==> config.mk <==
export PLATFORM = sky130hd
export DESIGN_NAME = mac_stream_drv_flat
export DESIGN_NICKNAME = d
export VERILOG_FILES = /design/src/rtl/mac_stream_if.sv /design/src/rtl/mac_stream_drv.sv /design/src/flat_wrapper.sv
export SDC_FILE = /design/constraint.sdc
export NUM_CORES = 1
export LEC_CHECK = 0
export ABC_AREA = 0
export BUFFER_PORTS_ARGS = -buffer_cell sky130_fd_sc_hd__buf_2
export CAP_MARGIN = 15
export CORE_UTILIZATION = 29
export CTS_BUF_LIST = sky130_fd_sc_hd__clkbuf_4 sky130_fd_sc_hd__clkbuf_8
export DETAILED_ROUTE_END_ITERATION = 10
export MAX_ROUTING_LAYER = met4
export PLACE_DENSITY = 0.53
export SYNTH_ARGS = -nofsm -noshare
export SYNTH_HDL_FRONTEND = slang
export SYNTH_SLANG_ARGS = --single-unit
==> constraint.sdc <==
create_clock -name clk -period 3.11 [get_ports clk]
set_input_delay 0.622 -clock clk [delete_from_list [all_inputs] [get_ports clk]]
set_output_delay 0.622 -clock clk [all_outputs]
set_load 0.01 [all_outputs]
==> src/rtl/mac_stream_if.sv <==
// mac_stream_if: host/array stream bundle for mac_stream_drv
// slave : the sequencer (consumes commands/operands/results, drives beats and host results)
// master: the host/test side driving commands, operands and array results
interface mac_stream_if #(parameter int W = 8);
  logic         ena;
  logic         cmd_v_i;
  logic         cmd_ready_o;
  logic         cmd_mode_i;
  logic         in_v_i;
  logic         in_ready_o;
  logic [W-1:0] in_data_i;
  logic         data_v_o;
  logic         data_mode_o;
  logic         data_rst_addr_o;
  logic [W-1:0] data_o;
  logic         result_v_i;
  logic [W-1:0] result_i;
  logic         res_v_o;
  logic         res_ready_i;
  logic [W-1:0] res_o;
  logic         busy_o;
  logic         timeout_o;
  logic         ovf_o;
  modport slave (
    input  ena, cmd_v_i, cmd_mode_i, in_v_i, in_data_i, result_v_i, result_i, res_ready_i,
    output cmd_ready_o, in_ready_o, data_v_o, data_mode_o, data_rst_addr_o, data_o,
           res_v_o, res_o, busy_o, timeout_o, ovf_o
  );
  modport master (
    output ena, cmd_v_i, cmd_mode_i, in_v_i, in_data_i, result_v_i, result_i, res_ready_i,
    input  cmd_ready_o, in_ready_o, data_v_o, data_mode_o, data_rst_addr_o, data_o,
           res_v_o, res_o, busy_o, timeout_o, ovf_o
  );
endinterface

==> src/rtl/mac_stream_drv.sv <==
// mac_stream_drv: host-side sequencer feeding the NxN MAC array and buffering its results
// clk, rst_n (async, active-low); bus (mac_stream_if.slave):
//   cmd_v_i/cmd_ready_o/cmd_mode_i  load command (1 = weights, 0 = vector)
//   in_v_i/in_ready_o/in_data_i     operand bytes
//   data_v_o/data_mode_o/data_rst_addr_o/data_o  registered beats to the array
//   result_v_i/result_i             array results, captured into the FIFO
//   res_v_o/res_ready_i/res_o       FIFO head to the host
//   busy_o, timeout_o (sticky), ovf_o (sticky)
module mac_stream_drv #(
  parameter int W          = 8,
  parameter int N          = 2,
  parameter int TIMEOUT    = 64,
  parameter int FIFO_DEPTH = 2 * N
) (
  input logic       clk,
  input logic       rst_n,
  mac_stream_if.slave bus
);
  localparam int CW = $clog2(N * N + 1);
  localparam int RW = $clog2(N + 1);
  localparam int TW = $clog2(TIMEOUT + 1);
  localparam int PW = $clog2(FIFO_DEPTH);
  localparam int OW = $clog2(FIFO_DEPTH + 1);
  typedef enum logic [1:0] {IDLE, WLOAD, DLOAD, WAIT} state_t;
  state_t        state, state_n;
  logic [CW-1:0] cnt, cnt_n;
  logic [RW-1:0] rcnt, rcnt_n, rcnt_inc;
  logic [TW-1:0] timer, timer_n;
  logic          to_set, in_hs, cmd_hs;
  logic [W-1:0]  mem [FIFO_DEPTH];
  logic [PW-1:0] wr_ptr, rd_ptr;
  logic [OW-1:0] occ, free;
  logic          full, empty, push, pop;
  assign empty    = occ == '0;
  assign full     = occ == OW'(FIFO_DEPTH);
  assign free     = OW'(FIFO_DEPTH) - occ;
  assign pop      = ~empty & bus.res_ready_i;
  // a full FIFO still accepts a result when the head leaves in the same cycle
  assign push     = bus.result_v_i & (~full | pop);
  assign bus.res_v_o = ~empty;
  assign bus.res_o   = empty ? '0 : mem[rd_ptr];
  // a vector load is only accepted when its N results are guaranteed room
  assign bus.cmd_ready_o = bus.ena & (state == IDLE) & (bus.cmd_mode_i | (free >= OW'(N)));
  assign bus.in_ready_o  = bus.ena & ((state == WLOAD) | (state == DLOAD));
  assign cmd_hs   = bus.cmd_v_i & bus.cmd_ready_o;
  assign in_hs    = bus.in_v_i & bus.in_ready_o;
  assign rcnt_inc = rcnt + RW'(bus.result_v_i);
  assign bus.busy_o = state != IDLE;
  always_comb begin
    state_n = state;
    cnt_n   = cnt;
    rcnt_n  = rcnt;
    timer_n = timer;
    to_set  = 1'b0;
    if (bus.ena) begin
      case (state)
        IDLE: if (cmd_hs) begin
          state_n = bus.cmd_mode_i ? WLOAD : DLOAD;
          cnt_n   = '0;
        end
        WLOAD: if (in_hs) begin
          cnt_n   = cnt + 1'b1;
          state_n = (cnt == CW'(N * N - 1)) ? IDLE : WLOAD;
        end
        DLOAD: if (in_hs) begin
          cnt_n = cnt + 1'b1;
          if (cnt == CW'(N - 1)) begin
            state_n = WAIT;
            rcnt_n  = '0;
            timer_n = '0;
          end
        end
        WAIT: begin
          rcnt_n  = rcnt_inc;
          timer_n = timer + 1'b1;
          // a result completing the set wins over an expiring timer
          if (rcnt_inc == RW'(N)) state_n = IDLE;
          else if (timer == TW'(TIMEOUT - 1)) begin
            state_n = IDLE;
            to_set  = 1'b1;
          end
        end
        default: state_n = IDLE;
      endcase
    end
  end
  always_ff @(posedge clk or negedge rst_n)
    if (!rst_n) begin
      state <= IDLE;
      cnt   <= '0;
      rcnt  <= '0;
      timer <= '0;
    end else begin
      state <= state_n;
      cnt   <= cnt_n;
      rcnt  <= rcnt_n;
      timer <= timer_n;
    end
  always_ff @(posedge clk or negedge rst_n)
    if (!rst_n) begin
      bus.data_v_o        <= 1'b0;
      bus.data_mode_o     <= 1'b0;
      bus.data_rst_addr_o <= 1'b0;
      bus.data_o          <= '0;
      bus.timeout_o       <= 1'b0;
      bus.ovf_o           <= 1'b0;
    end else begin
      bus.data_v_o        <= in_hs;
      bus.data_rst_addr_o <= in_hs & (cnt == '0);
      bus.data_mode_o     <= in_hs ? (state == WLOAD) : bus.data_mode_o;
      bus.data_o          <= in_hs ? bus.in_data_i : bus.data_o;
      bus.timeout_o       <= bus.timeout_o | to_set;
      bus.ovf_o           <= bus.ovf_o | (bus.result_v_i & full & ~pop);
    end
  always_ff @(posedge clk or negedge rst_n)
    if (!rst_n) begin
      wr_ptr <= '0;
      rd_ptr <= '0;
      occ    <= '0;
    end else begin
      wr_ptr <= push ? ((wr_ptr == PW'(FIFO_DEPTH - 1)) ? '0 : wr_ptr + 1'b1) : wr_ptr;
      rd_ptr <= pop ? ((rd_ptr == PW'(FIFO_DEPTH - 1)) ? '0 : rd_ptr + 1'b1) : rd_ptr;
      occ    <= occ + OW'(push) - OW'(pop);
    end
  always_ff @(posedge clk)
    if (push) mem[wr_ptr] <= bus.result_i;
endmodule

==> src/flat_wrapper.sv <==
// flat-port wrapper written by rule: the top's interface ports become plain ports
module mac_stream_drv_flat 
#(
  parameter int W          = 8,
  parameter int N          = 2,
  parameter int TIMEOUT    = 64,
  parameter int FIFO_DEPTH = 2 * N
)
  (clk, rst_n, bus_ena, bus_cmd_v_i, bus_cmd_mode_i, bus_in_v_i, bus_in_data_i, bus_result_v_i, bus_result_i, bus_res_ready_i, bus_cmd_ready_o, bus_in_ready_o, bus_data_v_o, bus_data_mode_o, bus_data_rst_addr_o, bus_data_o, bus_res_v_o, bus_res_o, bus_busy_o, bus_timeout_o, bus_ovf_o);
  mac_stream_if #(.W(W)) bus_i ();
  input logic clk;
  input logic rst_n;
  input wire logic [$bits(bus_i.ena)-1:0] bus_ena;
  input wire logic [$bits(bus_i.cmd_v_i)-1:0] bus_cmd_v_i;
  input wire logic [$bits(bus_i.cmd_mode_i)-1:0] bus_cmd_mode_i;
  input wire logic [$bits(bus_i.in_v_i)-1:0] bus_in_v_i;
  input wire logic [$bits(bus_i.in_data_i)-1:0] bus_in_data_i;
  input wire logic [$bits(bus_i.result_v_i)-1:0] bus_result_v_i;
  input wire logic [$bits(bus_i.result_i)-1:0] bus_result_i;
  input wire logic [$bits(bus_i.res_ready_i)-1:0] bus_res_ready_i;
  output wire logic [$bits(bus_i.cmd_ready_o)-1:0] bus_cmd_ready_o;
  output wire logic [$bits(bus_i.in_ready_o)-1:0] bus_in_ready_o;
  output wire logic [$bits(bus_i.data_v_o)-1:0] bus_data_v_o;
  output wire logic [$bits(bus_i.data_mode_o)-1:0] bus_data_mode_o;
  output wire logic [$bits(bus_i.data_rst_addr_o)-1:0] bus_data_rst_addr_o;
  output wire logic [$bits(bus_i.data_o)-1:0] bus_data_o;
  output wire logic [$bits(bus_i.res_v_o)-1:0] bus_res_v_o;
  output wire logic [$bits(bus_i.res_o)-1:0] bus_res_o;
  output wire logic [$bits(bus_i.busy_o)-1:0] bus_busy_o;
  output wire logic [$bits(bus_i.timeout_o)-1:0] bus_timeout_o;
  output wire logic [$bits(bus_i.ovf_o)-1:0] bus_ovf_o;
  assign bus_i.ena = bus_ena;
  assign bus_i.cmd_v_i = bus_cmd_v_i;
  assign bus_i.cmd_mode_i = bus_cmd_mode_i;
  assign bus_i.in_v_i = bus_in_v_i;
  assign bus_i.in_data_i = bus_in_data_i;
  assign bus_i.result_v_i = bus_result_v_i;
  assign bus_i.result_i = bus_result_i;
  assign bus_i.res_ready_i = bus_res_ready_i;
  assign bus_cmd_ready_o = bus_i.cmd_ready_o;
  assign bus_in_ready_o = bus_i.in_ready_o;
  assign bus_data_v_o = bus_i.data_v_o;
  assign bus_data_mode_o = bus_i.data_mode_o;
  assign bus_data_rst_addr_o = bus_i.data_rst_addr_o;
  assign bus_data_o = bus_i.data_o;
  assign bus_res_v_o = bus_i.res_v_o;
  assign bus_res_o = bus_i.res_o;
  assign bus_busy_o = bus_i.busy_o;
  assign bus_timeout_o = bus_i.timeout_o;
  assign bus_ovf_o = bus_i.ovf_o;
  mac_stream_drv #(.W(W), .N(N), .TIMEOUT(TIMEOUT), .FIFO_DEPTH(FIFO_DEPTH)) u_core (.clk(clk), .rst_n(rst_n), .bus(bus_i));
endmodule
Yosys cells after proc, flatten, opt, wreduce, memory -nomap -nowiden
Memory sizes are Yosys's and may differ from the RTL's.
Cells that the tools add are included.
Storage, ports and cells
  RAM bits: 32
  memories: 1
  bits of input ports: 24
  memory bits (read-only): 0
  output and inout port bits: 25
  logic and storage cells: 94
  register bits after elaboration: 34
  latch bits: 0
Memories
  u_core.mem: words 4, width 8, rd ports 1, clocked after memory_dff 0, write ports 1, line mac_stream_drv.sv:30  | logic [W-1:0] mem [FIFO_DEPTH];
Cells by class
  multipliers: 0
  $lt $le $gt $ge: 1
  equality and inequality tests: 16
  reduce and logical (&&, ||, !) cells: 10
  mux-type cells: 27
  add/sub/neg operators: 8
  shift operators: 0
  divide/modulo/power cells: 0
  bitwise logic cells: 18
Operator list (number)
  two-way mux 2 bit: 11
  two-way mux 7 bit: 2
  one-hot mux 7 bit (2 select lines): 1
  AND 1 bit: 10
  equality test 2 bit (second input constant): 5
  two-way mux 8 bit: 1
  != test 2 x 1 -> 1 bit (second input constant): 4
  one-hot mux 2 bit (4 select lines): 1
  AND reduction 4 bit: 2
  adder 7 x 1 -> 7 bit (second input constant): 1
  equality test 7 x 6 -> 1 bit (second input constant): 1
  two-way mux 1 bit: 7
  logical NOT 3 bit: 2
  two-way mux 3 bit: 2
  one-hot mux 3 bit (2 select lines): 1
  AND reduction 6 bit: 1
  nonzero test 2 bit: 3
  OR 1 bit: 5
  adder 2 x 1 -> 2 bit (second input constant): 2
  one-hot mux 2 bit (2 select lines): 1
  adder 3 x 1 -> 3 bit: 1
  adder 3 x 1 -> 3 bit (second input constant): 1
  equality test 3 x 1 -> 1 bit (second input constant): 1
  equality test 3 x 2 -> 1 bit (second input constant): 1
  11 further kinds: 13

Depth between registers and ports, before layout
Gate-level depths: netlist (run 1).
  depth after elaboration: 7
  gate-level depth with buffers: 11
  depth with buffers taken out: 11

Worst setup path after synthesis (run 1)
Ideal clock, no wire load.
  kind: register to register
  start: register u_core.occ[1]
  end: register u_core.occ[1]
  data required time: 2.974 ns
  buffers on the path: 0
  arrival: 2.107 ns
  stages on the path, launching flop included: 9
  path slack: 0.868 ns
  library setup time: 0.136 ns
  period minus slack after synthesis: 2.242 ns
  path through: dfrtp_1 -> inv_1 -> ha_1 -> ha_1 -> inv_1 -> nand2_1 -> a21boi_1 -> ha_1 -> fa_1
Between the ends
  cells in the longest elaborated chain, start to end: 7
  elaborated cells between the ends (all ways): 9
  those cells by class: add/sub (2); eq/ne (1); bitwise (5); reduce/logical (1)
RTL lines
  start: declaration: line mac_stream_drv.sv:32  | logic [OW-1:0] occ, free;
  start signal: assignment: line mac_stream_drv.sv:123  | occ <= occ + OW'(push) - OW'(pop);
  logical NOT 3 bit: line mac_stream_drv.sv:34  | assign empty = occ == '0;
  inverter 1 bit
  net bus_res_v_o: line flat_wrapper.sv:27  | output wire logic [$bits(bus_i.res_v_o)-1:0] bus_res_v_o;
  AND 1 bit: line mac_stream_drv.sv:37  | assign pop = ~empty & bus.res_ready_i;
  OR 1 bit: line mac_stream_drv.sv:39  | assign push = bus.result_v_i & (~full | pop);
  AND 1 bit: line mac_stream_drv.sv:39
  net u_core.push: line mac_stream_drv.sv:33  | logic full, empty, push, pop;
  adder 3 x 1 -> 3 bit: line mac_stream_drv.sv:123
  subtractor 3 x 1 -> 3 bit: line mac_stream_drv.sv:123
The timed path passes the listed nets, and every way through them passes these cells.
A chain may end at the register's enable or synchronous reset.

Worst setup path in the final report (run 1)
  start: register u_core.occ[1]
  end: output bus_cmd_ready_o
Between the ends
  cells in the longest elaborated chain, start to end: 4
RTL lines
  subtractor 3 bit: line mac_stream_drv.sv:36  | assign free = OW'(FIFO_DEPTH) - occ;
  >= comparator 3 x 2 -> 1 bit: line mac_stream_drv.sv:43  | assign bus.cmd_ready_o = bus.ena & (state == IDLE) & (bus.cmd_mode_i | (free >= OW'(N)));
  OR 1 bit: line mac_stream_drv.sv:43
  AND 1 bit: line mac_stream_drv.sv:43
  end: declaration: line flat_wrapper.sv:21  | output wire logic [$bits(bus_i.cmd_ready_o)-1:0] bus_cmd_ready_o;
No other way between the ends.

==> run metrics, run 1 <==
Netlist cell types 38; Via density 4.37; Yosys reg bits 66; Post-CTS Setup Bufs 0; status finished clean; period utilization 87.3%; reg2reg start u_core.occ[1]; hold_buf cts 0; RSZ-0062 raised after global routing false; IO Count 49; initial DRC count 40; Crit path top cell by count ha_1; Synth Cell Area 3070 um^2; Worst Setup End Kind output pin; Area Overhead vs Synth 19.5%; Mean Syn Cell Area 14.0 um^2; post-route ant nets 0; Post-Synthesis Cells 219; All-Layer GR Usage 11.0%; max_cap viols 0; Max Clock Freq 368 MHz; grt total ovfl 0; drt total wl 5.30 mm; Slew @ Worst Pin 0.786 ns; critical path startpoint category register; crit path DAT 2.09 ns; sequential area share after synthesis 59.1%; layout cells sized above 1 32.7%; final-report max-slew violation count 0; Synth Area in Simple Gates 9.02%; Worst VDD drop 0.000320 V; Hold WC Path Type input pin to async pin; Inst Count DP 398; CORE AREA 10,300 um^2; leading area contributor after synthesis edfxtp_1; EDFF count, synth 32; global-route wire length before repair 8.98 mm; setup_tns 0 ns; CP startpoint u_core.occ[1]; 1st-pass router iterations 4; Post-DP HPWL 3.76 mm; main combinational cell family by area after synthesis multiplexers; final setup fails 0; die span in y 105 um; Via Count 1,811; Worst slew margin 47.6%; area share of fa/ha/maj cells after synthesis 9.63%; WP data required 2.49 ns; Initial Util 29.8%; overall power 3.30 mW; DR WL/cell 12.8 um; pre-CTS setup slack 0.451 ns; Die X 105 um; PD cells 901 nW/um^2; post-route insts no fill 414; Resized Gates After CTS 0; number of global-route vias before repair 1,839; most frequent cell after synthesis dfrtp_1; Final #Nets 320; largest net degree at the start of global routing 35; Hold Vio Cnt, Final 0; Max Root-Sink Buffers 2; multiplexer share of the synthesized area 12.4%; CTS clock-pin slew for the worst setup and hold paths 0.08 ns; Synthesized Nets 266; Post-Route Utilization 35.6%; Root Buffer Master clkbuf_8; CTS Buf Count 9; worst path cell trace inv_1 > ha_1 > ha_1 > or4b_4 > and3_2 > buf_2; Crit Path Max Fanout 3; clock sinks 66; Synth Area in XOR/XNOR 0.857%; Synth top area share 31.3%; number of fill cells 1,040; critical path class register to output pin; ys flop type dfrtp_1; fin crit period 2.72 ns; commonest cells in the netlist 34 x dfrtp_1, 32 x edfxtp_1, 22 x ha_1, 19 x inv_1, 15 x and2_1; complex-gate fraction of the synthesized area 6.00%; Clock Latency Late Sink 0.34 ns; static leakage 1.59 nW; Final Skew 0.00901 ns; setup ws final 0.394 ns; H-Tree Depth 3; die area 11,000 um^2; largest cells by area after synthesis edfxtp_1 31%, dfrtp_1 28%, ha_1 9.0%; Final GP Congestion 0.708; Port Buffers 48; yosys warns 0; floorplan row count 37; ANT cells 0; initial antenna violation count 0; DRC viols 0; max incr delay on CP 0.46 ns; CTS tree done; FFs w/ async S/R, synth 51.5%; highest-delay cell along the critical path or4b_4
[per-stage QoR]
step,cell area [um^2],hold WS (ns)
final,3660,0.358
after global routing,3660,0.413
after CTS,3660,0.386
after detailed placement,3460,0.449
after global placement,3460,0.440
after floorplan,3070,0.326
[cells in the final DEF, fill, tap and decap left out, types with 3 or more instances in the layout]
cell       n
buf_2     48
dfrtp_1   34
edfxtp_1  32
ha_1      22
inv_1     19
and2_1    15
nand2_1   14
o21ai_0   12
mux2_2    12
clkbuf_8   9
mux4_2     8
nand2b_1   5
mux2i_1    5
nand3_1    4
nor2_1     3
a21o_1     3
[metal layers]
| metal | routed length, um | GRT usage [%] | share of wire (%) |
|---|---|---|---|
| met1 | 2490 | 13.6 | 47 |
| met2 | 2550 | 16.5 | 48 |
| met3 | 209 | 3.37 | 3.9 |
| met4 | 53 | 5.13 | 1.0 |
| met5 | 0 | - | 0 |
[power breakdown]
group          switching, mW  internal [mW]  total [mW]
clock                  0.368          0.384       0.751
sequential             0.174           1.17        1.35
combinational          0.584          0.618        1.20
[state kept, by name (all words and copies together), names as in the netlist, 2 cells and up]
register           count
u_core.bus.data_o      8
u_core.rd_ptr          2
u_core.timer           7
u_core.occ             3
u_core.cnt             3
u_core.wr_ptr          2
u_core.mem            32
u_core.rcnt            2
u_core.state           2
[cells by family after synthesis]
| logic type | after synthesis |
|---|---|
| flops | 66 |
| simple gates | 50 |
| compound gates | 27 |
| mux | 26 |
| buf+inv | 24 |
| fa+ha+maj | 23 |
| xor+xnor | 3 |
[final cells by class]
class	count	area [um^2]	area share, %
clock inverter	7	83.8	2.29
timing repair buffer	48	240	6.56
clock buffer	9	124	3.38
sequential	66	1810	49.5
tap	136	170	4.64
inverter	19	71.3	1.95
multi-input combinational	129	1160	31.7
[worst paths after layout]
kind / cells after the start / endpoint / slack (ns)
max in group asynchronous: 1 / u_core.timer[1] / 2.25
min reg2reg: 1 / u_core.bus.timeout_o / 0.46
max reg2reg: 7 / u_core.mem[0][3] / 0.55
min: 1 / u_core.rcnt[1] / 0.36
min in group clk: 1 / u_core.bus.timeout_o / 0.46
max: 6 / bus_cmd_ready_o / 0.39
[worst max-delay path: cells and delay by family, from the launching register on]
kind,cells,cell delay [ns]
adder cells (fa/ha/maj),2,0.48
buffers and inverters,2,0.21
flip-flops,1,0.38
AND/OR/NAND/NOR,2,0.68
Note: power is estimated with default switching activity, not from simulation.
==> run 2: changes to the inputs <==
--- a/config.mk
+++ b/config.mk
@@ -8,6 +8,7 @@
 export ABC_AREA = 0
 export BUFFER_PORTS_ARGS = -buffer_cell sky130_fd_sc_hd__buf_2
 export CAP_MARGIN = 15
+export CORE_ASPECT_RATIO = 0.8
 export CORE_UTILIZATION = 29
 export CTS_BUF_LIST = sky130_fd_sc_hd__clkbuf_4 sky130_fd_sc_hd__clkbuf_8
 export DETAILED_ROUTE_END_ITERATION = 10
==> run metrics, run 2 (synthesis results as in run 1) <==
status finished clean; Max Clock Freq 365 MHz; sequential cell area 1810 um^2; M3 GR Usage 3.68%; commonest cells after routing, fill and taps aside 48 x buf_2, 34 x dfrtp_1, 32 x edfxtp_1; drt total wl 5.54 mm; static leakage 1.60 nW; PD cells 914 nW/um^2; Hold Vio Cnt, Final 0; sequential share of power 40.1%; CTS clock-pin slew for the worst setup and hold paths 0.07 ns; crit path DAT 2.11 ns; critical path startpoint category register; fin crit period 2.74 ns; layout cells sized above 1 32.5%; floorplan row count 33; Worst VDD drop 0.000426 V; global-route wire length before repair 9.32 mm; P_int 2.25 mW; top flop regs u_core.mem (32), u_core.bus.data_o (8), u_core.timer (7); post-route ant nets 0; Worst slew margin 46.6%; overall power 3.36 mW; Inst Count DP 402; placed cell areas 3460 um^2; Die X 117 um; H-Tree Depth 3; hold_buf cts 0; pre-CTS setup slack 0.416 ns; Crit Path Max Fanout 3; die span in y 94.0 um; initial DRC count 106; Hold Slack 0.371 ns; clock sinks 66; Largest Register u_core.mem; final setup fails 0; 1st-pass router iterations 4; Initial Util 29.8%; Post-CTS Setup Bufs 0; Post-DP HPWL 3.93 mm; CTS tree done; highest-delay cell along the critical path or4b_4; setup ws final 0.373 ns; final-report max-slew violation count 0; initial antenna violation count 0; Resized Gates After CTS 0; Post-Route Utilization 35.8%; max_cap viols 0; die area 11,000 um^2; M2 GR Usage 17.3%; clock network power share 23.4%; largest net degree at the start of global routing 35; Max Root-Sink Buffers 2; Worst Setup End Kind output pin; Via density 4.34; max FFs per register 32; grt peak-use layer met2; Final Skew 0.0102 ns; Area Overhead vs Synth 19.9%; reg2reg start u_core.occ[1]; Reg2Reg Depth 7; Via Count 1,808; CORE AREA 10,300 um^2; Root Buffer Master clkbuf_8; DR WL/cell 13.3 um; Hold WC Path Type input pin to async pin; grt total ovfl 0; number of global-route vias before repair 1,868; most common cell after layout, fill and taps aside buf_2; R2R setup slack 0.52 ns; setup_tns 0 ns; critical path class register to output pin; Critical R2R Capture u_core.mem[2][4]; global routing usage on met1 15.5%; IO Count 49; max incr delay on CP 0.47 ns; Port Buffers 48; worst path cell trace inv_1 > ha_1 > ha_1 > or4b_4 > and3_2 > buf_2; post-route insts no fill 417; WP data required 2.49 ns; power share of the combinational group 36.5%; Final #Nets 320; Crit path top cell by count ha_1; ANT cells 0; Clock Latency Late Sink 0.34 ns; DRC viols 0; post-route cell area 3680 um^2; switch share 33.1%; number of fill cells 1,005; Psw 1.11 mW; multi-input logic area 1160 um^2; Slew @ Worst Pin 0.802 ns; CTS Buf Count 9; All-Layer GR Usage 12.0%; RSZ-0062 raised after global routing false; period utilization 88.0%; Final GP Congestion 0.692
## run 2: critical path, delay by kind of cell, from the launching register on
kind | cells | cell delay [ns]
simple gates | 2 | 0.70
fa+ha+maj | 2 | 0.49
flops | 1 | 0.38
buf+inv | 2 | 0.21
## run 2: power by group through the flow
stage / combinational, mW / clock [mW] / sequential [mW]
2_1_floorplan: 0.896 / 0 / 1.32
3_3_place_gp: 1.23 / 0 / 1.37
3_5_place_dp: 1.25 / 0 / 1.37
4_1_cts: 1.26 / 0.812 / 1.36
5_1_grt: 1.40 / 0.851 / 1.39
6_report: 1.23 / 0.786 / 1.35
## run 2: area by class of cell
class                   count  share of cell area [%]
well taps                 140                    4.77
clock inverters             6                    2.48
multi-input cells         129                    31.6
flip-flops and latches     66                    49.3
inverters                  19                    1.94
clock buffers               9                    3.37
repair buffers             48                    6.54
## run 2: routing by layer
layer	vias to the layer above	part of all wire, %
li1	887	-
met1	871	50
met2	40	45
met3	10	3.9
met4	0	1.8
met5	-	0
## run 2: worst max path at each step
stage | startpoint | to | slack (ns) | cells past startpoint
after global routing | u_core.occ[1] | u_core.mem[0][4] | 0.22 | 7
after global placement | u_core.occ[1] | u_core.mem[0][2] | 0.54 | 7
after floorplan | u_core.occ[1] | u_core.occ[1] | 0.87 | 8
final | u_core.occ[1] | bus_cmd_ready_o | 0.37 | 6
after CTS | u_core.occ[1] | bus_cmd_ready_o | 0.34 | 6
after detailed placement | u_core.occ[1] | u_core.mem[0][5] | 0.42 | 7
==> run 3: changes to the inputs <==
--- a/config.mk
+++ b/config.mk
@@ -9,11 +9,11 @@
 export BUFFER_PORTS_ARGS = -buffer_cell sky130_fd_sc_hd__buf_2
 export CAP_MARGIN = 15
 export CORE_ASPECT_RATIO = 0.8
-export CORE_UTILIZATION = 29
+export CORE_UTILIZATION = 58
 export CTS_BUF_LIST = sky130_fd_sc_hd__clkbuf_4 sky130_fd_sc_hd__clkbuf_8
 export DETAILED_ROUTE_END_ITERATION = 10
 export MAX_ROUTING_LAYER = met4
-export PLACE_DENSITY = 0.53
+export PLACE_DENSITY = 0.88
 export SYNTH_ARGS = -nofsm -noshare
 export SYNTH_HDL_FRONTEND = slang
 export SYNTH_SLANG_ARGS = --single-unit
==> run metrics, run 3 (synthesis results as in run 1) <==
critical path class register to output pin; CTS tree done; Final Skew 0.0128 ns; Final GP Congestion 0.795; die area 5580 um^2; floorplan row count 23; Worst Setup End Kind output pin; largest net degree at the start of global routing 35; Slew @ Worst Pin 0.758 ns; Inst Count DP 324; Clock Latency Late Sink 0.34 ns; ANT cells 0; critical path startpoint category register; overall power 3.19 mW; RSZ-0062 raised after global routing false; clock sinks 66; Final #Nets 320; status finished clean; CP startpoint u_core.occ[1]; Worst VDD drop 0.000534 V; top flop regs u_core.mem (32), u_core.bus.data_o (8), u_core.timer (7); Max Clock Freq 369 MHz; DR WL/cell 14.9 um; crit path DAT 2.09 ns; Hold WC Path Type input pin to async pin; Port Buffers 48; All-Layer GR Usage 21.3%; final setup fails 0; Largest Register u_core.mem; fin crit period 2.71 ns; post-route ant nets 0; Initial Util 60.9%; die span in y 67.0 um; Resized Gates After CTS 0; WP data required 2.49 ns; Max Root-Sink Buffers 2; highest-delay cell along the critical path or4b_4; static leakage 1.59 nW; Root Buffer Master clkbuf_8; setup_tns 0 ns; 1st-pass router iterations 4; WP buf/inv 2; max FFs per register 32; Crit path top cell by count ha_1; grt total ovfl 0; post-route insts no fill 340; worst path cell trace inv_1 > ha_1 > ha_1 > or4b_4 > and3_2 > buf_2; CTS clock-pin slew for the worst setup and hold paths 0.07 ns; global-route wire length before repair 8.43 mm; PD cells 901 nW/um^2; Worst slew margin 49.5%; hold_buf cts 0; initial DRC count 82; Post-CTS Setup Bufs 0; Die X 83.3 um; initial antenna violation count 0; CP top delay family simple AND/OR/NAND/NOR gates; final-report max-slew violation count 0; Via density 5.34; DRC viols 0; CTS Buf Count 9; IO Count 49; period utilization 87.2%; Post-DP HPWL 3.59 mm; Hold Vio Cnt, Final 0; Area Overhead vs Synth 15.3%; layout cells sized above 1 32.4%; reg2reg start u_core.occ[1]; most common cell after layout, fill and taps aside buf_2; Crit Path Max Fanout 3; max_cap viols 0; max incr delay on CP 0.46 ns; Via Count 1,816; number of global-route vias before repair 1,745; number of fill cells 341; H-Tree Depth 3; commonest cells after routing, fill and taps aside 48 x buf_2, 34 x dfrtp_1, 32 x edfxtp_1; drt total wl 5.06 mm; CORE AREA 5040 um^2
## run 3: worst paths after layout
kind	end	slack, ns	cells after the start
max	bus_cmd_ready_o	0.40	6
min	u_core.rcnt[1]	0.35	1
max reg2reg	u_core.mem[0][7]	0.50	7
min reg2reg	u_core.bus.timeout_o	0.45	1
max in group asynchronous	u_core.wr_ptr[0]	2.26	1
min in group clk	u_core.bus.timeout_o	0.45	1
## run 3: cell type report
type,count,area [um^2],share of cell area [%]
Sequential cell,66,1810,51.3
Timing Repair Buffer,48,240,6.80
Tap cell,62,77.6,2.19
Clock inverter,4,18.8,0.531
Clock buffer,12,153,4.32
Multi-Input combinational cell,129,1160,32.9
Inverter,19,71.3,2.02
## run 3: where the power goes
part           internal [mW]  total, mW  switching [mW]
logic                  0.621       1.22           0.596
registers               1.18       1.35           0.175
clock network          0.322      0.617           0.295
total                   2.12       3.19            1.07
## run 3: metal layers
layer  up-vias  global-route usage [%]  share of wire [%]
li1        891                       -                  -
met1       883                    26.5                 47
met2        37                    32.4                 48
met3         5                    7.81                4.4
met4         0                    7.76                1.2
met5         -                       -                  0
## run 3: metrics by stage
stage | cell area (um^2) | utilization (%) | hold slack [ns] | worst slack [ns]
after floorplan | 3070 | - | 0.326 | 0.868
after global placement | 3360 | 66.8 | 0.436 | 0.657
after detailed placement | 3360 | 66.8 | 0.440 | 0.495
after CTS | 3530 | 70.2 | 0.368 | 0.373
after global routing | 3530 | 70.2 | 0.402 | 0.251
final | 3530 | 70.2 | 0.349 | 0.399
